$ cat src/rtl/dac_spi_driver.sv
// Serialises X/Y beam coordinates to a dual-channel 12-bit SPI DAC (A = X, B = Y), then pulses LDAC.
// Optional macro DAC_SKIP_UNCHANGED_EN suppresses transactions when the coordinate pair is unchanged.
module dac_spi_driver #(
  parameter int OUT_WIDTH   = 8,
  parameter int CLK_DIV     = 2,
  parameter int CS_GAP      = 2,
  parameter int LDAC_CYCLES = 2
) (
  input  logic                 clk,
  input  logic                 rst,
  input  logic                 enable,
  input  logic [OUT_WIDTH-1:0] x_in,
  input  logic [OUT_WIDTH-1:0] y_in,
  output logic                 cs_n,
  output logic                 sck,
  output logic                 sdi,
  output logic                 ldac_n,
  output logic                 busy,
  output logic                 frame_done
);

  localparam logic [2:0] S_IDLE    = 3'd0;
  localparam logic [2:0] S_SHIFT_A = 3'd1;
  localparam logic [2:0] S_GAP_A   = 3'd2;
  localparam logic [2:0] S_SHIFT_B = 3'd3;
  localparam logic [2:0] S_GAP_B   = 3'd4;
  localparam logic [2:0] S_LDAC    = 3'd5;

  localparam logic [15:0] DIV_LAST  = 16'(CLK_DIV - 1);
  localparam logic [15:0] GAP_LAST  = 16'(CS_GAP - 1);
  localparam logic [15:0] LDAC_LAST = 16'(LDAC_CYCLES - 1);

  // Command word: channel, don't-care, GA=1 (1x), SHDN_n=1, then left-justified data.
  function automatic logic [15:0] f_frame(input logic ch, input logic [OUT_WIDTH-1:0] data);
    logic [11:0] d;
    d = 12'(data) << (12 - OUT_WIDTH);
    return {ch, 1'b0, 1'b1, 1'b1, d};
  endfunction

  logic [2:0]           r_state;
  logic [15:0]          r_cnt;
  logic [3:0]           r_bit;
  logic                 r_cs_n;
  logic                 r_sck;
  logic                 r_sdi;
  logic                 r_ldac_n;
  logic                 r_busy;
  logic                 r_frame_done;
  logic [15:0]          r_sr;
  logic [OUT_WIDTH-1:0] r_y_sh;

  logic        w_skip;
  logic        w_start;
  logic        w_shifting;
  logic        w_div_end;
  logic        w_fall;
  logic        w_load_b;
  logic [15:0] w_frame_a;
  logic [15:0] w_frame_b;

`ifdef DAC_SKIP_UNCHANGED_EN
  logic                 r_last_vld;
  logic [OUT_WIDTH-1:0] r_last_x;
  logic [OUT_WIDTH-1:0] r_last_y;

  assign w_skip = r_last_vld && (x_in == r_last_x) && (y_in == r_last_y);

  always_ff @(posedge clk or posedge rst) begin
    if (rst) begin
      r_last_vld <= 1'b0;
    end else if (w_start) begin
      r_last_vld <= 1'b1;
    end
  end

  always_ff @(posedge clk) begin
    if (w_start) begin
      r_last_x <= x_in;
      r_last_y <= y_in;
    end
  end
`else
  assign w_skip = 1'b0;
`endif

  assign w_start    = (r_state == S_IDLE) && enable && !w_skip;
  assign w_shifting = (r_state == S_SHIFT_A) || (r_state == S_SHIFT_B);
  assign w_div_end  = (r_cnt == DIV_LAST);
  assign w_fall     = w_shifting && w_div_end && r_sck;
  assign w_load_b   = (r_state == S_GAP_A) && (r_cnt == GAP_LAST);
  assign w_frame_a  = f_frame(1'b0, x_in);
  assign w_frame_b  = f_frame(1'b1, r_y_sh);

  always_ff @(posedge clk or posedge rst) begin
    if (rst) begin
      r_state      <= S_IDLE;
      r_cnt        <= '0;
      r_bit        <= '0;
      r_cs_n       <= 1'b1;
      r_sck        <= 1'b0;
      r_sdi        <= 1'b0;
      r_ldac_n     <= 1'b1;
      r_busy       <= 1'b0;
      r_frame_done <= 1'b0;
    end else begin
      case (r_state)
        S_IDLE: begin
          if (w_start) begin
            r_state <= S_SHIFT_A;
            r_cs_n  <= 1'b0;
            r_sck   <= 1'b0;
            r_sdi   <= w_frame_a[15];
            r_busy  <= 1'b1;
            r_cnt   <= '0;
            r_bit   <= '0;
          end
        end
        S_SHIFT_A, S_SHIFT_B: begin
          if (w_div_end) begin
            r_cnt <= '0;
            if (r_sck) begin
              r_sck <= 1'b0;
              // End of the 16th high phase releases cs_n together with sck.
              if (r_bit == 4'd15) begin
                r_cs_n  <= 1'b1;
                r_state <= (r_state == S_SHIFT_A) ? S_GAP_A : S_GAP_B;
              end else begin
                r_bit <= r_bit + 4'd1;
                r_sdi <= r_sr[14];
              end
            end else begin
              r_sck <= 1'b1;
            end
          end else begin
            r_cnt <= r_cnt + 16'd1;
          end
        end
        S_GAP_A: begin
          if (w_load_b) begin
            r_state <= S_SHIFT_B;
            r_cs_n  <= 1'b0;
            r_sdi   <= w_frame_b[15];
            r_cnt   <= '0;
            r_bit   <= '0;
          end else begin
            r_cnt <= r_cnt + 16'd1;
          end
        end
        S_GAP_B: begin
          if (r_cnt == GAP_LAST) begin
            r_state      <= S_LDAC;
            r_ldac_n     <= 1'b0;
            r_cnt        <= '0;
            r_frame_done <= (LDAC_CYCLES == 1);
          end else begin
            r_cnt <= r_cnt + 16'd1;
          end
        end
        S_LDAC: begin
          if (r_cnt == LDAC_LAST) begin
            r_state      <= S_IDLE;
            r_ldac_n     <= 1'b1;
            r_busy       <= 1'b0;
            r_frame_done <= 1'b0;
          end else begin
            r_cnt        <= r_cnt + 16'd1;
            r_frame_done <= (r_cnt + 16'd1 == LDAC_LAST);
          end
        end
        default: begin
          r_state <= S_IDLE;
        end
      endcase
    end
  end

  // Shift data path; sdi is taken from bit 14 before each shift so it leads the register by one.
  always_ff @(posedge clk) begin
    if (w_start) begin
      r_y_sh <= y_in;
      r_sr   <= w_frame_a;
    end else if (w_load_b) begin
      r_sr <= w_frame_b;
    end else if (w_fall && (r_bit != 4'd15)) begin
      r_sr <= {r_sr[14:0], 1'b0};
    end
  end

  assign cs_n       = r_cs_n;
  assign sck        = r_sck;
  assign sdi        = r_sdi;
  assign ldac_n     = r_ldac_n;
  assign busy       = r_busy;
  assign frame_done = r_frame_done;

endmodule
$ cat config.mk
export PLATFORM = sky130hd
export DESIGN_NAME = dac_spi_driver
export DESIGN_NICKNAME = d
export VERILOG_FILES = /design/src/rtl/dac_spi_driver.sv
export SDC_FILE = /design/constraint.sdc
export NUM_CORES = 1
export LEC_CHECK = 0
export BUFFER_PORTS_ARGS = -buffer_cell sky130_fd_sc_hd__buf_2
export CORE_AREA = 8 8 104 106
export CTS_CLUSTER_DIAMETER = 60
export DETAILED_ROUTE_END_ITERATION = 10
export DIE_AREA = 0 0 112 114
export PLACE_DENSITY = 0.54
export SETUP_SLACK_MARGIN = 0.5
export SKIP_CTS_REPAIR_TIMING = 1
export SYNTH_ARGS = -nofsm -noshare
export SYNTH_HDL_FRONTEND = slang
export SYNTH_SLANG_ARGS = --single-unit
$ cat constraint.sdc
create_clock -name clk -period 2.86 [get_ports clk]
set_input_delay 0.572 -clock clk [delete_from_list [all_inputs] [get_ports clk]]
set_output_delay 0.572 -clock clk [all_outputs]
set_load 0.005 [all_outputs]
# After elaboration in Yosys (flattened, before gate mapping)
# Index checks and enable logic that the tools add are counted.
[totals] ff_bits=48 output_inout_bits=6 wordCells=100
[op_classes] addsub=2 n_eq_ne=18 n_mux=44 n_reduce_logical=24
[op_table] op="2-to-1 mux 16 bit" count=4
[op_table] op="one-hot mux 16 bit (4 select lines)" count=1
[op_table] op="2-to-1 mux 12 bit" count=3
[op_table] op="== test 16 x 1 -> 1 bit (second input constant)" count=2
[op_table] op="2-to-1 mux 3 bit" count=8
[op_table] op="2-to-1 mux 4 bit" count=5
[op_table] op="!= test 2 bit (second input constant)" count=9
[op_table] op="adder 16 x 1 -> 16 bit (second input constant)" count=1
[op_table] op="2-to-1 mux 1 bit" count=15
[op_table] op="one-hot mux 3 bit (5 select lines)" count=1
[op_table] op="one-hot mux 4 bit (3 select lines)" count=1
[op_table] op="AND reduction 3 bit" count=4
[op_table] op="AND reduction 6 bit" count=2
[op_table] op="one-hot mux 1 bit (2 select lines)" count=4
[op_table] op="AND reduction 7 bit" count=1
[op_table] op="== test 3 x 2 -> 1 bit (second input constant)" count=2
[op_table] op="== test 3 bit (second input constant)" count=2
[op_table] op="one-hot mux 1 bit (3 select lines)" count=2
[op_table] op="nonzero test 2 bit" count=3
[op_table] op="nonzero test 3 bit" count=2
[op_table] op="logical AND 1 bit" count=5
[op_table] op="adder 4 x 1 -> 4 bit (second input constant)" count=1
[op_table] op="== test 4 bit (second input constant)" count=1
[op_table] op="!= test 4 bit (second input constant)" count=1
[op_table] op="7 further kinds" count=8

# Depth between registers and ports, before layout
[depth] ltp_word=8 ltp_mapped=9

# Worst setup path after synthesis
# OpenSTA, ideal clock, no wires.
[synth_path] kind="reg-to-reg" startpoint="register r_cnt[0]" endpoint="register r_frame_done, in the netlist frame_done" setup_time_ps=95 arrival_ps=2131 required_time_ps=2765 slack_ps=633 path_stages_with_launch=8 n_path_buf=1 synth_period_minus_slack_ps=2227 cell_sequence="dfrtp_1 ha_1 buf_2 xor2_1 or3_1 a2111o_1 a2111o_1 o31ai_1"
[synth_between] elab_chain_cells=4 elab_cells_between_ends=7 cone_classes="1 x add/sub; 3 x eq/ne; 2 x mux; 1 x reduce/logical"
[synth_lines] item="start: declaration" line_no="41" source="logic [15:0] r_cnt;"
[synth_lines] item="start signal: assignment" line_no="135" source="r_cnt <= r_cnt + 16'd1;"
[synth_lines] item="start signal: assignment" line_no="146" source="r_cnt <= r_cnt + 16'd1;"
[synth_lines] item="start signal: assignment" line_no="156" source="r_cnt <= r_cnt + 16'd1;"
[synth_lines] item="adder 16 x 1 -> 16 bit" line_no="167" source="r_frame_done <= (r_cnt + 16'd1 == LDAC_LAST);"
[synth_lines] item="== test 16 x 1 -> 1 bit" line_no="167"
[synth_lines] item="2-to-1 mux 1 bit" line_no="160" source="if (r_cnt == LDAC_LAST) begin"
[synth_lines] item="one-hot mux 1 bit (2 select lines)" line_no="106" source="case (r_state)"
[synth_lines] item="end signal: assignment" line_no="154" source="r_frame_done <= (LDAC_CYCLES == 1);"
[synth_lines] item="end signal: assignment" line_no="167"
[synth_lines] item="end: declaration" line_no="48" source="logic r_frame_done;"
# Several ways; a longest one is shown, not always the timed one.
# A chain may end at the register's enable or synchronous reset.

# Worst setup path in the final report
# Ends and elaborated chain as after synthesis.

==> results.ini <==
[status]
status=completed

[setup_path]
ff2ff_setup_slack_ps=630
category_of_the_worst_setup_path_launch_point=register
critical_path_peak_fanout=8
timing.critical_path.arrival_ps=2450
cp_slowest_stage_delay_ps=480
cp_cell_sequence=inv_1 > ha_1 > nand2_1 > or3_1 > a2111o_1 > a2111o_1 > o31ai_1
criticalPathCategory=reg -> reg
cell_type_of_the_slowest_stage_on_the_worst_timing_path=dfrtp_2
crit_required_ps=3070
worst_setup_path_end_kind=register
critical_path.most_common_cell=a2111o_1

[clock_tree]
worst_skew_late_latency_ps=300
cts_made_buffers=5
cts.sink_count=48
worst_setup_hold_path_clk_slew_ps=100
tritoncts_clock_tree=yes
cts_max_level=2
clk_root_buffer_cell=clkbuf_8
cts.path.max_buffers=2

[routing]
detailedRoute.firstIterationViolations=79
antenna_violating_nets_post_route=0
route.detailed.drc=0
first_pass_drt_iterations=4
wl_per_cell_um=14.4
dr_total_vias=2177
detail_route.wirelength_mm=6.06
vias_per_cell=5.16

[timing]
relSlewSlack_pct=59.4
timing.final.max_slew_violations=0
maxClockFrequency_mhz=448
fin_ws_ps=628
whs_ps=331
sum_of_negative_setup_slack_ps=0
hold_viol=0
finalClockSkew_ps=10.1
finalSetupViolCount=0
min_period_over_period_pct=78.0
post_route_minimum_period_ps=2230
worstMarginPinSlew_ps=603
grt_setup_unrepaired=no

[layout]
syn2layout_area_growth_pct=14.9
nets=334
commonest_cells_after_routing_fill_and_taps_aside=nand2_1 (34), dfrtp_1 (24), buf_2 (24)
finish.cell_count_without_fillers=422
antenna_cells=0
final_util_pct=34.0
commonest_non_fill_non_tap_cell_in_the_layout=nand2_1
drive_above_1_share_pct=20.6

[die]
num_rows=35
floorplan.die.height_um=114
fp.dieArea_um2=12800
start_util_pct=29.6
boundaryPins=25
die_w_um=112
design.core.area_um2=9110

[synthesis]
synth_enable_flop_cells=16
mappedNetlistArea_um2=2690
postSynth.asyncResetShare_pct=60.4
dominantRegCellSynth=dfrtp_1
synth-seq-area-share_pct=47.1
synth.avg_cell_area_um2=9.29
ys.warnings.count=0
unique_cell_type_count_in_the_yosys_netlist=53
synth.ff_latch_count=48
synthesis.nets=314
syn-instance-count=290

[global_route]
grt_pass1_vias=1982
largest_net_degree_at_the_start_of_global_routing=30
grt.overflow.total=0
groute.usage.overall_pct=9.47
grt_antenna_before_repair=0
global_route_wire_length_before_repair_mm=9.92

[power]
cellLeakagePower_uw=0.00125
power.density_nw_per_um2=625
max-vdd-ir-drop_uv=336

[placement]
placed_cells=410
dp_hpwl_mm=4.23
port_buffers=24
globalplace.congestion=0.760
preCtsSetupSlack_ps=445

[job]
max_cap_viol_count=0

[worst_hold_path]
worst_hold_path_type=in -> async

==> final cells by class <==
cell class	instances	area (µm²)
fillers	934	6010
multi-input cells	210	1310
flip-flops and latches	48	1270
repair buffers	36	223
well taps	111	139
clock buffers	5	68.8
clock inverters	3	46.3
inverters	9	33.8
==> worst paths after layout <==
path | start | endpoint | cells past startpoint
max | r_cnt[0] | frame_done | 7
min | rst | r_cnt[10] | 3
max reg2reg | r_cnt[0] | frame_done | 7
min reg2reg | r_sr[11] | r_sr[12] | 2
max in group asynchronous | rst | ldac_n | 3
min in group clk | y_in[4] | r_y_sh[4] | 1
==> logic make-up (layout without fill, tap and decap cells) <==
logic type,after synthesis,after routing,share of synthesized area [%]
AND/OR/NAND/NOR,108,108,20.4
buffers and inverters,32,53,5.16
XOR/XNOR,7,7,2.28
AO/OA/AOI/OAI,79,79,18.6
flip-flops,48,48,47.1
adder cells (fa/ha/maj),5,5,2.32
multiplexers,11,11,4.18
==> critical path: cells and delay by family, from the launching register on <==
kind                     cells  cell delay (ps)
flip-flops                   1              480
adder cells (fa/ha/maj)      1              170
buffers and inverters        1              120
AO/OA/AOI/OAI                3              990
AND/OR/NAND/NOR              2              400
==> metrics by stage <==
stage | area [µm²] | power [µW]
after floorplan | 2690 | 1290
after global placement | 2910 | 1390
after detailed placement | 2910 | 1400
after CTS | 3020 | 1920
after global routing | 3100 | 2060
final | 3100 | 1940
==> state kept, by name, summed over array words and instances (netlist names) <==
signal / flops
r_cnt: 16
r_state: 3
r_y_sh: 8
ldac_n: 1
cs_n: 1
sdi: 1
sck: 1
r_bit: 4
r_sr: 11
busy: 1
frame_done: 1
==> cell usage after synthesis, types with 3 or more instances <==
cell | number | area (µm²)
nand4_1 | 6 | 37.5
edfxtp_1 | 16 | 480
nand2b_1 | 3 | 18.8
dfxtp_1 | 3 | 60.1
inv_1 | 9 | 33.8
and3_1 | 4 | 25.0
nor2_1 | 15 | 56.3
mux2i_1 | 9 | 90.1
or2_2 | 3 | 18.8
ha_1 | 5 | 62.6
dfrtp_1 | 27 | 676
nor4_1 | 5 | 31.3
buf_2 | 8 | 40.0
a21oi_1 | 16 | 80.1
and2_1 | 3 | 18.8
xnor2_1 | 6 | 52.6
a31oi_1 | 13 | 81.3
nand2_1 | 34 | 128
clkbuf_1 | 13 | 48.8
nor3_1 | 9 | 45.0
nand3_1 | 15 | 75.1
o21ai_0 | 23 | 115
a41oi_1 | 4 | 35.0
==> power breakdown <==
group,internal [µW],switching [µW],total (µW)
Sequential,796,180,976
Clock,264,252,516
Combinational,225,219,444
Total,1280,651,1940
==> per-layer routing <==
layer	part of all wire, %	routed length [µm]	global-route usage [%]	vias up
met5	0	0	0	-
met4	1.3	81	3.69	0
met3	4.0	242	1.69	4
met2	45	2750	14.7	43
met1	49	2980	12.8	1032
li1	-	-	-	1098
No activity file was read; power rests on OpenSTA's default activity.
